[config.mk]
export PLATFORM = sky130hd
export DESIGN_NAME = c1541_sd_arbiter
export DESIGN_NICKNAME = d
export VERILOG_FILES = /design/src/rtl/c1541_sd_pkg.sv /design/src/rtl/c1541_rr_pick.sv /design/src/rtl/c1541_sd_arbiter.sv
export SDC_FILE = /design/constraint.sdc
export NUM_CORES = 1
export LEC_CHECK = 0
export ABC_AREA = 1
export CORE_UTILIZATION = 39
export CTS_CLUSTER_DIAMETER = 60
export DETAILED_ROUTE_END_ITERATION = 16
export PLACE_DENSITY = 0.76
export SLEW_MARGIN = 20
export SYNTH_ARGS = -nofsm -noshare
export SYNTH_HDL_FRONTEND = slang
export SYNTH_SLANG_ARGS = --single-unit
[constraint.sdc]
create_clock -name clk -period 1.9 [get_ports clk]
set_input_delay 0.475 -clock clk [delete_from_list [all_inputs] [get_ports clk]]
set_output_delay 0.475 -clock clk [all_outputs]
set_load 0.005 [all_outputs]
[src/rtl/c1541_sd_pkg.sv]
// Shared types and helpers for the c1541 SD-channel arbiter.
package c1541_sd_pkg;

    typedef enum logic [1:0] {IDLE, ISSUE, XFER, RELEASE} arb_state_t;

    typedef enum logic {OP_RD, OP_WR} op_t;

    localparam int unsigned SECTOR_BYTES = 512;

    // Index width that stays legal for a single requester.
    function automatic int unsigned idx_width(input int unsigned n);
        return (n > 1) ? $clog2(n) : 1;
    endfunction

endpackage

[src/rtl/c1541_rr_pick.sv]
// Combinational round-robin selector: first requester at or after ptr, wrapping.
module c1541_rr_pick
    import c1541_sd_pkg::*;
#(
    parameter int unsigned N  = 2,
    parameter int unsigned IW = idx_width(N)
) (
    input  logic [N-1:0]  req,
    input  logic [IW-1:0] ptr,
    output logic [N-1:0]  grant,
    output logic [IW-1:0] idx,
    output logic          valid
);

    logic [IW:0]   sum;
    logic [IW-1:0] cand;

    always_comb begin
        grant = '0;
        idx   = '0;
        valid = 1'b0;
        sum   = '0;
        cand  = '0;
        for (int k = 0; k < N; k++) begin
            sum = {1'b0, ptr} + (IW + 1)'(k);
            if (sum >= (IW + 1)'(N)) begin
                sum = sum - (IW + 1)'(N);
            end
            cand = sum[IW-1:0];
            if (!valid && req[cand]) begin
                valid       = 1'b1;
                grant[cand] = 1'b1;
                idx         = cand;
            end
        end
    end

endmodule

[src/rtl/c1541_sd_arbiter.sv]
// Round-robin arbiter sharing one host SD block channel among NUM_DRIVES c1541 track units.
module c1541_sd_arbiter
    import c1541_sd_pkg::*;
#(
    parameter int unsigned NUM_DRIVES  = 2,
    parameter int unsigned ACK_TIMEOUT = 65535
) (
    input  logic                    clk,
    input  logic                    reset_n,
    input  logic [NUM_DRIVES-1:0]   drv_rd,
    input  logic [NUM_DRIVES-1:0]   drv_wr,
    input  logic [32*NUM_DRIVES-1:0] drv_lba,
    input  logic [8*NUM_DRIVES-1:0] drv_buff_din,
    output logic [NUM_DRIVES-1:0]   drv_ack,
    output logic [NUM_DRIVES-1:0]   drv_buff_wr,
    output logic [NUM_DRIVES-1:0]   drv_err,
    output logic [31:0]             sd_lba,
    output logic                    sd_rd,
    output logic                    sd_wr,
    input  logic                    sd_ack,
    input  logic                    sd_buff_wr,
    output logic [7:0]              sd_buff_din,
    output logic                    busy
);

    localparam int unsigned IW           = idx_width(NUM_DRIVES);
    localparam logic [15:0] TIMEOUT_LAST = 16'(ACK_TIMEOUT - 1);

    arb_state_t      state_q, state_d;
    logic [IW-1:0]   idx_q, idx_d;
    logic [IW-1:0]   ptr_q, ptr_d;
    op_t             op_q, op_d;
    logic [31:0]     lba_q, lba_d;
    logic [15:0]     cnt_q, cnt_d;

    logic [NUM_DRIVES-1:0] req;
    logic [NUM_DRIVES-1:0] pick_grant;
    logic [IW-1:0]         pick_idx;
    logic                  pick_valid;
    logic                  timeout;

    assign req     = drv_rd | drv_wr;
    assign timeout = (cnt_q == TIMEOUT_LAST);

    c1541_rr_pick #(
        .N  (NUM_DRIVES),
        .IW (IW)
    ) u_pick (
        .req   (req),
        .ptr   (ptr_q),
        .grant (pick_grant),
        .idx   (pick_idx),
        .valid (pick_valid)
    );

    always_ff @(posedge clk or negedge reset_n) begin
        if (!reset_n) begin
            state_q <= IDLE;
            idx_q   <= '0;
            ptr_q   <= '0;
            op_q    <= OP_RD;
            lba_q   <= '0;
            cnt_q   <= '0;
        end else begin
            state_q <= state_d;
            idx_q   <= idx_d;
            ptr_q   <= ptr_d;
            op_q    <= op_d;
            lba_q   <= lba_d;
            cnt_q   <= cnt_d;
        end
    end

    always_comb begin
        state_d = state_q;
        idx_d   = idx_q;
        ptr_d   = ptr_q;
        op_d    = op_q;
        lba_d   = lba_q;
        cnt_d   = '0;
        case (state_q)
            IDLE: begin
                if (pick_valid) begin
                    idx_d   = pick_idx;
                    // A pending write is serviced ahead of a reload on the same drive.
                    op_d    = (|(drv_wr & pick_grant)) ? OP_WR : OP_RD;
                    lba_d   = drv_lba[32*pick_idx +: 32];
                    state_d = ISSUE;
                end
            end
            ISSUE: begin
                if (sd_ack) begin
                    state_d = XFER;
                end else if (timeout) begin
                    state_d = RELEASE;
                end else begin
                    cnt_d = cnt_q + 16'd1;
                end
            end
            XFER: begin
                if (!sd_ack) begin
                    state_d = RELEASE;
                end
            end
            RELEASE: begin
                ptr_d   = (idx_q == IW'(NUM_DRIVES - 1)) ? '0 : idx_q + 1'b1;
                state_d = IDLE;
            end
            default: state_d = IDLE;
        endcase
    end

    always_comb begin
        sd_rd       = (state_q == ISSUE) && (op_q == OP_RD);
        sd_wr       = (state_q == ISSUE) && (op_q == OP_WR);
        drv_ack     = '0;
        drv_buff_wr = '0;
        drv_err     = '0;
        sd_buff_din = 8'h00;
        if (state_q == XFER) begin
            drv_ack[idx_q]     = sd_ack;
            drv_buff_wr[idx_q] = sd_buff_wr;
        end
        if ((state_q == ISSUE) && !sd_ack && timeout) begin
            drv_err[idx_q] = 1'b1;
        end
        if (state_q != IDLE) begin
            sd_buff_din = drv_buff_din[8*idx_q +: 8];
        end
    end

    assign sd_lba = lba_q;
    assign busy   = (state_q != IDLE);

endmodule
### Yosys cells after proc, flatten, opt, wreduce, memory -nomap -nowiden

Cells that the tools add are included.

* bits of input ports: 88
* logic and storage cells: 81
* flip-flop bits (word level): 53

* bitwise operators: 6
* shifts and indexed selects: 2
* muxes and demuxes: 32
* add/subtract/negate cells: 5
* $lt $le $gt $ge: 8
* eq/ne operators: 7
* reduce and logical (&&, ||, !) cells: 15

Operators with widths (count)
* indexed part select 64 x 7 -> 32 bit: 1
* two-way mux 16 bit: 3
* two-way mux 2 bit: 9
* adder 16 x 1 -> 16 bit, second input constant: 1
* == test 16 bit, second input constant: 1
* indexed part select 16 x 5 -> 8 bit: 1
* two-way mux 1 bit: 15
* logical AND 1 bit: 8
* two-way mux 8 bit: 1
* case mux 2 bit (4 select lines): 1
* bitwise AND 2 bit: 3
* < comparator 1 x 2 -> 1 bit, second input constant: 3
* == test 2 bit, second input constant: 2
* inequality test 2 bit, second input constant: 2
* OR 2 bit: 2
* demux 1 bit (select 1 bit): 3
* >= comparator 1 bit, second input constant: 3
* inequality test 3 bit, second input constant: 1
* AND reduction 3 bit: 1
* adder 1 x 1 -> 2 bit, second input constant: 1
* == test 2 x 1 -> 1 bit, second input constant: 1
* >= comparator 1 x 2 -> 1 bit, second input constant: 1
* >= comparator 2 bit, second input constant: 1
* zero test 1 bit: 2
* 7 further kinds: 8

### Logic depth before layout (Yosys ltp)

Gate-level depths: netlist (run 1).

* word-level depth: 12
* gate-level depth with buffers: 9
* mapped depth without buffers: 9

### By module

A second synthesis (run 1) with hierarchy kept.

* cell total of the unflattened synthesis: 377
* area total of the unflattened synthesis: 2810.2 µm²

By module, submodules not included
* c1541_sd_arbiter: seq. area each 1326.3 µm², times used 1, area an instance 2780.2 µm², cells an instance 370
* c1541_rr_pick: seq. area each 0.0 µm², times used 1, area an instance 30.0 µm², cells an instance 7

### Worst setup path after synthesis (run 1)

No wires, ideal clock.

* path type: reg-to-output
* from: register state_q[0]
* to: output sd_buff_din[0]
* arrival time: 1164 ps
* stages on the path, launching flop included: 7
* setup slack: 261 ps
* buffers on the path: 1
* required time: 1425 ps
* path through: dfrtp_1 inv_1 ha_1 inv_1 clkbuf_1 o21ai_0 nor2_1

* longest elaborated chain between the ends: 2

RTL lines
* start: declaration: RTL line c1541_sd_arbiter.sv:29 `arb_state_t state_q, state_d;`
* start signal: assignment: RTL line c1541_sd_arbiter.sv:65 `state_q <= state_d;`
* nonzero test 2 bit
* named net busy: RTL line c1541_sd_arbiter.sv:23 `output logic busy`
* two-way mux 8 bit: RTL line c1541_sd_arbiter.sv:127 `if (state_q != IDLE) begin`
* end: declaration: RTL line c1541_sd_arbiter.sv:22 `output logic [7:0] sd_buff_din,`

The timed path passes the listed nets, and every way through them passes these cells.

### Worst setup path after layout (run 1)

* from: register cnt_q[0]
* to: output drv_err[0]

* longest elaborated chain between the ends: 3

RTL lines
* start: declaration: RTL line c1541_sd_arbiter.sv:34 `logic [15:0] cnt_q, cnt_d;`
* start signal: assignment: RTL line c1541_sd_arbiter.sv:70 `cnt_q <= cnt_d;`
* == test 16 bit: RTL line c1541_sd_arbiter.sv:43 `assign timeout = (cnt_q == TIMEOUT_LAST);`
* logical AND 1 bit: RTL line c1541_sd_arbiter.sv:124 `if ((state_q == ISSUE) && !sd_ack && timeout) begin`
* two-way mux 2 bit: RTL line c1541_sd_arbiter.sv:124
* end: declaration: RTL line c1541_sd_arbiter.sv:16 `output logic [NUM_DRIVES-1:0] drv_err,`

No other way between the ends.

==> impl_metrics.csv, run 1 <==
group,metric,value,unit
synth,synth_ff_type,"dfrtp_1",
route,drc_errors,0,
worst_setup_path,r2r-end,"cnt_q[14]",
sta,rsz0062_at_grt,"true",
global_route,grt_max_degree,54,
synth,syn_area,0.00283,mm2
power,power.density,1220,mW/mm2
synth,synthTopCellsByArea,"dfrtp_1, nor2_1, o21ai_0",
placement,dpl_cell_area,0.00460,mm2
power,p_leak,2.10,nW
route,wire_per_inst,13.6,um
route,drt-total-wl,8800,um
synth,seq_area_frac_synth,46.8,%
synth,syn_nets,467,
worst_setup_path,r2r_start,"state_q[1]",
sta,setup_violations,7,
route,via_count,3107,
cts,cts_root_buf,"clkbuf_8",
layout,antenna_cells,0,
cts,cts_tree,"built",
run_status,violations,"setup timing",
worst_setup_path,reg2reg_setup_slack,0.22,ns
sta,hold_viol,0,
synth,synth_warnings,0,
synth,synthCells,373,
worst_setup_path,crit_required,1.42,ns
floorplanning,initial_core_util,41.0,%
placement,gp_congestion,0.836,
sta,setup_slack,-0.0703,ns
placement,dp_slack,-0.286,ns
placement,port_buffers,136,
cts,cts_buffers,5,
synth,synth_edf_count,0,
cts,holdBufCountCts,0,
sta,finClkSkew,0.00871,ns
global_route,grt_overflow,0,
placement,place_hpwl,6510,um
cts,h-tree-depth,2,
global_route,grt_pass1_wl,14300,um
route,drt_first_iter_violations,130,
cts,cts.sinks,53,
cts,clk-insertion-delay-late,0.31,ns
layout,drive_gt1_share,19.2,%
layout,stdcell_area,0.00477,mm2
worst_setup_path,startpoint_type,"flip-flop",
cts,clk_pin_slew_worst_paths,0.09,ns
floorplanning,coreArea,0.00691,mm2
worst_setup_path,end_kind,"output port",
worst_setup_path,path_max_fanout,2,
floorplanning,dieArea,0.00760,mm2
route,first_pass_iters,4,
floorplanning,pin_count,137,
flow_run,maxCapViolCount,0,
run_status,outcome,"complete, but fails checks",
sta,max-slew-margin-rel,75.4,%
power,total_power,5.83,mW
route,via_per_inst,4.80,
floorplanning,num_rows,30,
global_route,grt_pass1_vias,3150,
synth,yosysTopAreaCell,"dfrtp_1",
cts,clockBufferDepth,2,
synth,ys_types,26,
worst_setup_path,worstPathArrival,1.50,ns
sta,max_freq,508,MHz
worst_setup_path,path_class,"flip-flop to output port",
floorplanning,die_w,87.2,um
sta,drv_slew,0,
sta,finalCritPeriodShare,104,%
floorplanning,die_y,87.2,um
layout,layout.nets,644,
synth,synth_commonest_cells,"nor2_1, nand2_1, dfrtp_1, o21ai_0, o21ai_1",
route,final_antenna_net_count,0,
layout,syn_to_final_growth,68.4,%
global_route,track_usage,24.0,%
global_route,antenna_found_initial,0,
power,max-vdd-ir-drop,608,uV
sta,tightest_slew,0.368,ns
synth,ys_ff_latch,53,
worst_hold_path,hold_path_class,"primary input to asynchronous set/reset pin",
synth,synth_top_area_share,46.8,%
layout,fillers,582,
sta,min_period,1.97,ns
synth,async_flop_share,100,%
layout,utilization,69.1,%
worst_setup_path,worstRegToRegCells,10,
synth,yosysMostFrequentCell,"nor2_1",
synth,syn-mean-instance-area,7.59,um2
## flip-flops by register name, indices dropped and copies added, names as in the netlist
register  flops
sd_lba       32
ptr_q         1
op_q          1
cnt_q        16
idx_q         1
state_q       2
## stage by stage
stage | std cells | hold WS (ns) | setup TNS (ns)
3_3_place_gp | 633 | 0.469 | -2.82
5_1_grt | 647 | 0.153 | -1.08
6_report | 647 | 0.145 | -0.277
2_1_floorplan | 373 | 0.179 | 0
3_5_place_dp | 633 | 0.478 | -4.05
4_1_cts | 647 | 0.158 | -0.431
## layer usage
metal	global-route usage, %	share of wire [%]	vias up
met5	0	0	-
met4	5.07	1.5	0
met3	7.77	6.7	14
met2	43.3	51	99
met1	27.8	40	1457
li1	-	-	1537
## power breakdown
group          internal, mW  total [mW]  leakage, nW  switching [mW]
combinational          1.80        3.39         1.39            1.58
sequential             1.55        1.81        0.671           0.261
clock                 0.262       0.634       0.0385           0.372
## worst max-delay path, stage by stage (launching register included)
cell	delay [ns]
dfrtp_1	0.39
inv_1	0.06
ha_1	0.13
nand2_1	0.04
nor2_1	0.07
nand2_1	0.08
nor2_2	0.13
nand2_1	0.09
nor2_1	0.08
buf_2	0.11
## final cells by class
cell class / instances / area (um2) / share of cell area, %
Multi-Input combinational cell: 274 / 1380 / 28.9
Timing Repair inverter: 1 / 7.51 / 0.157
Inverter: 30 / 124 / 2.60
Clock inverter: 1 / 7.51 / 0.157
Clock buffer: 7 / 76.3 / 1.60
Sequential cell: 53 / 1330 / 27.8
Timing Repair Buffer: 185 / 1730 / 36.2
Tap cell: 96 / 120 / 2.52
## how the worst max path moves through the flow
stage                from              to  slack [ns]  depth (start not counted)
2_1_floorplan  state_q[0]  sd_buff_din[0]        0.26                          6
3_3_place_gp       sd_ack      drv_err[1]       -0.28                          5
3_5_place_dp       sd_ack      drv_err[1]       -0.29                          5
4_1_cts        state_q[0]  sd_buff_din[7]       -0.10                          7
5_1_grt          cnt_q[0]      drv_err[0]       -0.20                          9
6_report         cnt_q[0]      drv_err[0]       -0.07                          9
## cell usage in the layout (no fill, tap or decap)
| master | Yosys | routed |
|---|---|---|
| a21oi_1 | 3 | 3 |
| a31oi_1 | 2 | 2 |
| buf_12 | 0 | 4 |
| buf_2 | 7 | 14 |
| buf_4 | 3 | 38 |
| buf_6 | 1 | 9 |
| clkbuf_1 | 5 | 2 |
| clkbuf_2 | 0 | 2 |
| clkbuf_8 | 0 | 5 |
| clkdlybuf4s50_1 | 0 | 118 |
| clkinvlp_4 | 0 | 3 |
| dfrtp_1 | 53 | 53 |
| ha_1 | 6 | 3 |
| ha_4 | 0 | 3 |
| inv_1 | 29 | 23 |
| inv_2 | 1 | 4 |
| inv_4 | 0 | 1 |
| inv_6 | 0 | 1 |
| nand2_1 | 68 | 67 |
| nand2_2 | 4 | 5 |
| nand3_1 | 6 | 6 |
| nand4_1 | 2 | 2 |
| nor2_1 | 83 | 81 |
| nor2_2 | 4 | 5 |
| nor2_4 | 3 | 4 |
| nor3_2 | 0 | 2 |
| nor3b_1 | 2 | 2 |
| o21ai_0 | 51 | 43 |
| o21ai_1 | 30 | 34 |
| o21ai_2 | 0 | 4 |
| o21ai_4 | 1 | 1 |
| o21bai_1 | 2 | 2 |
| o22ai_2 | 1 | 1 |
| xnor2_1 | 2 | 2 |
| xor2_1 | 2 | 2 |
## timing repair
action	in CTS	in global routing
cloned	1	0
pin swaps	5	9
resized for setup	81	29
setup endpoints to repair	17	17
buffers inserted	5	3
## cells by family after synthesis
logic type	share of synthesized area [%]
buf+inv	7.07
fa+ha+maj	2.65
compound gates	16.8
simple gates	25.4
flops	46.8
xor+xnor	1.24
Note: power is estimated with default switching activity, not from simulation.
==> run 2, diff against run 1 <==
--- a/config.mk
+++ b/config.mk
@@ -7,6 +7,7 @@
 export LEC_CHECK = 0
 export ABC_AREA = 1
 export CORE_UTILIZATION = 39
+export CTS_BUF_LIST = sky130_fd_sc_hd__clkbuf_4 sky130_fd_sc_hd__clkbuf_8
 export CTS_CLUSTER_DIAMETER = 60
 export DETAILED_ROUTE_END_ITERATION = 16
 export PLACE_DENSITY = 0.76
==> impl_metrics.csv, run 2 (synthesis gave the netlist of run 1 again) <==
group,metric,value,unit
global_route,grt_overflow,0,
power,power.density,1220,mW/mm2
sta,setup_slack,-0.0649,ns
run_status,violations,"setup timing",
route,via_count,3105,
floorplanning,pin_count,137,
global_route,track_usage,23.9,%
floorplanning,coreArea,0.00691,mm2
global_route,antenna_found_initial,0,
worst_setup_path,crit_path_frequent_cell,"nand2_1",
worst_setup_path,path_delay_family,"simple AND/OR/NAND/NOR gates",
worst_setup_path,cp_slowest_cell,"dfrtp_1",
worst_setup_path,worstPathArrival,1.49,ns
sta,min_period,1.96,ns
layout,fillers,580,
sta,finClkSkew,0.00941,ns
route,final_antenna_net_count,0,
worst_setup_path,path_max_fanout,2,
worst_hold_path,hold_path_class,"primary input to asynchronous set/reset pin",
cts,cts_root_buf,"clkbuf_8",
sta,max_freq,509,MHz
floorplanning,initial_core_util,41.0,%
global_route,grt_pass1_vias,3169,
layout,final_cells,647,
cts,cts.sinks,53,
sta,finalCritPeriodShare,103,%
worst_setup_path,startpoint_type,"flip-flop",
placement,gp_congestion,0.836,
layout,antenna_cells,0,
cts,clk-insertion-delay-late,0.31,ns
route,via_per_inst,4.80,
sta,drv_slew,0,
placement,port_buffers,136,
flow_run,maxCapViolCount,0,
layout,mostFrequentLayoutCell,"clkdlybuf4s50_1",
layout,layout.nets,644,
worst_setup_path,end_kind,"output port",
global_route,grt_max_degree,54,
route,drc_errors,0,
route,drt-total-wl,8700,um
route,first_pass_iters,4,
placement,dp_cells,633,
worst_setup_path,critPathBufInv,2,
floorplanning,die_w,87.2,um
worst_setup_path,worstPathCellList,"inv_1 -> ha_1 -> nand2_1 -> nor2_1 -> nand2_1 -> nor2_2 -> nand2_1 -> nor2_1 -> buf_2",
layout,multiInputGateArea,0.00138,mm2
cts,cts_buffers,5,
sta,rsz0062_at_grt,"true",
placement,place_hpwl,6510,um
worst_setup_path,reg2reg_setup_slack,0.21,ns
sta,whs,0.147,ns
global_route,grt_pass1_wl,14300,um
layout,final_cell_mix,"clkdlybuf4s50_1, nor2_1, nand2_1, dfrtp_1, o21ai_0",
power,p_leak,2.11,nW
sta,setup_violations,7,
floorplanning,dieArea,0.00760,mm2
layout,syn_to_final_growth,68.9,%
route,wire_per_inst,13.4,um
floorplanning,die_y,87.2,um
route,drt_first_iter_violations,116,
cts,holdBufCountCts,0,
cts,cts_tree,"built",
cts,h-tree-depth,2,
sta,max-slew-margin-rel,75.4,%
layout,drive_gt1_share,19.4,%
floorplanning,num_rows,30,
worst_setup_path,path_class,"flip-flop to output port",
cts,clk_pin_slew_worst_paths,0.09,ns
sta,tightest_slew,0.367,ns
layout,largest_reg_flops,32,
run_status,outcome,"complete, but fails checks",
worst_setup_path,critPathMaxStageDelay,0.39,ns
layout,utilization,69.2,%
worst_setup_path,crit_required,1.42,ns
cts,clockBufferDepth,2,
sta,hold_viol,0,
power,max-vdd-ir-drop,609,uV
layout,regArea,0.00133,mm2
==> run 2: per-stage QoR <==
stage	setup TNS [ns]	instance area (um2)	power [mW]	setup WS, ns
floorplan	0	2830	3.13	0.261
global placement	-2.82	4600	4.86	-0.282
detailed placement	-4.05	4600	4.94	-0.286
CTS	-0.433	4740	5.74	-0.104
global route	-1.01	4780	6.28	-0.189
finish	-0.195	4780	5.84	-0.0649
==> run 2: final timing paths <==
check / startpoint / cells past startpoint / end
min reg2reg: sd_lba[2] / 2 / sd_lba[2]
max in group asynchronous: reset_n / 2 / sd_lba[27]
max reg2reg: state_q[1] / 10 / cnt_q[14]
max: cnt_q[0] / 9 / drv_err[1]
min: reset_n / 2 / cnt_q[9]
min in group clk: sd_lba[2] / 2 / sd_lba[2]
==> run 2: layout make-up <==
class | count | area share [%]
Timing Repair Buffer | 185 | 36.2
Multi-Input combinational cell | 274 | 28.9
Sequential cell | 53 | 27.7
Inverter | 30 | 2.59
Tap cell | 96 | 2.51
Clock buffer | 7 | 1.75
Clock inverter | 1 | 0.157
Timing Repair inverter | 1 | 0.157
==> run 2: where the power goes <==
group	total (mW)	internal [mW]	switching, mW	leakage, nW
combinational	3.38	1.81	1.57	1.39
clock	0.659	0.290	0.368	0.0453
sequential	1.81	1.55	0.259	0.671
total	5.84	3.64	2.20	2.11
==> run 2: per-layer routing <==
metal | up-vias | wire length, um | share of wire [%] | global-route usage (%)
li1 | 1537 | - | - | -
met1 | 1460 | 3500 | 40 | 27.9
met2 | 92 | 4460 | 51 | 42.9
met3 | 16 | 565 | 6.5 | 6.35
met4 | 0 | 172 | 2.0 | 7.30
met5 | - | 0 | 0 | 0
==> run 2: what timing repair did <==
action,in CTS,in global routing
resized for setup,81,28
gates cloned,1,0
setup buffers,5,3
setup endpoints to repair,17,17
pin swaps,5,9
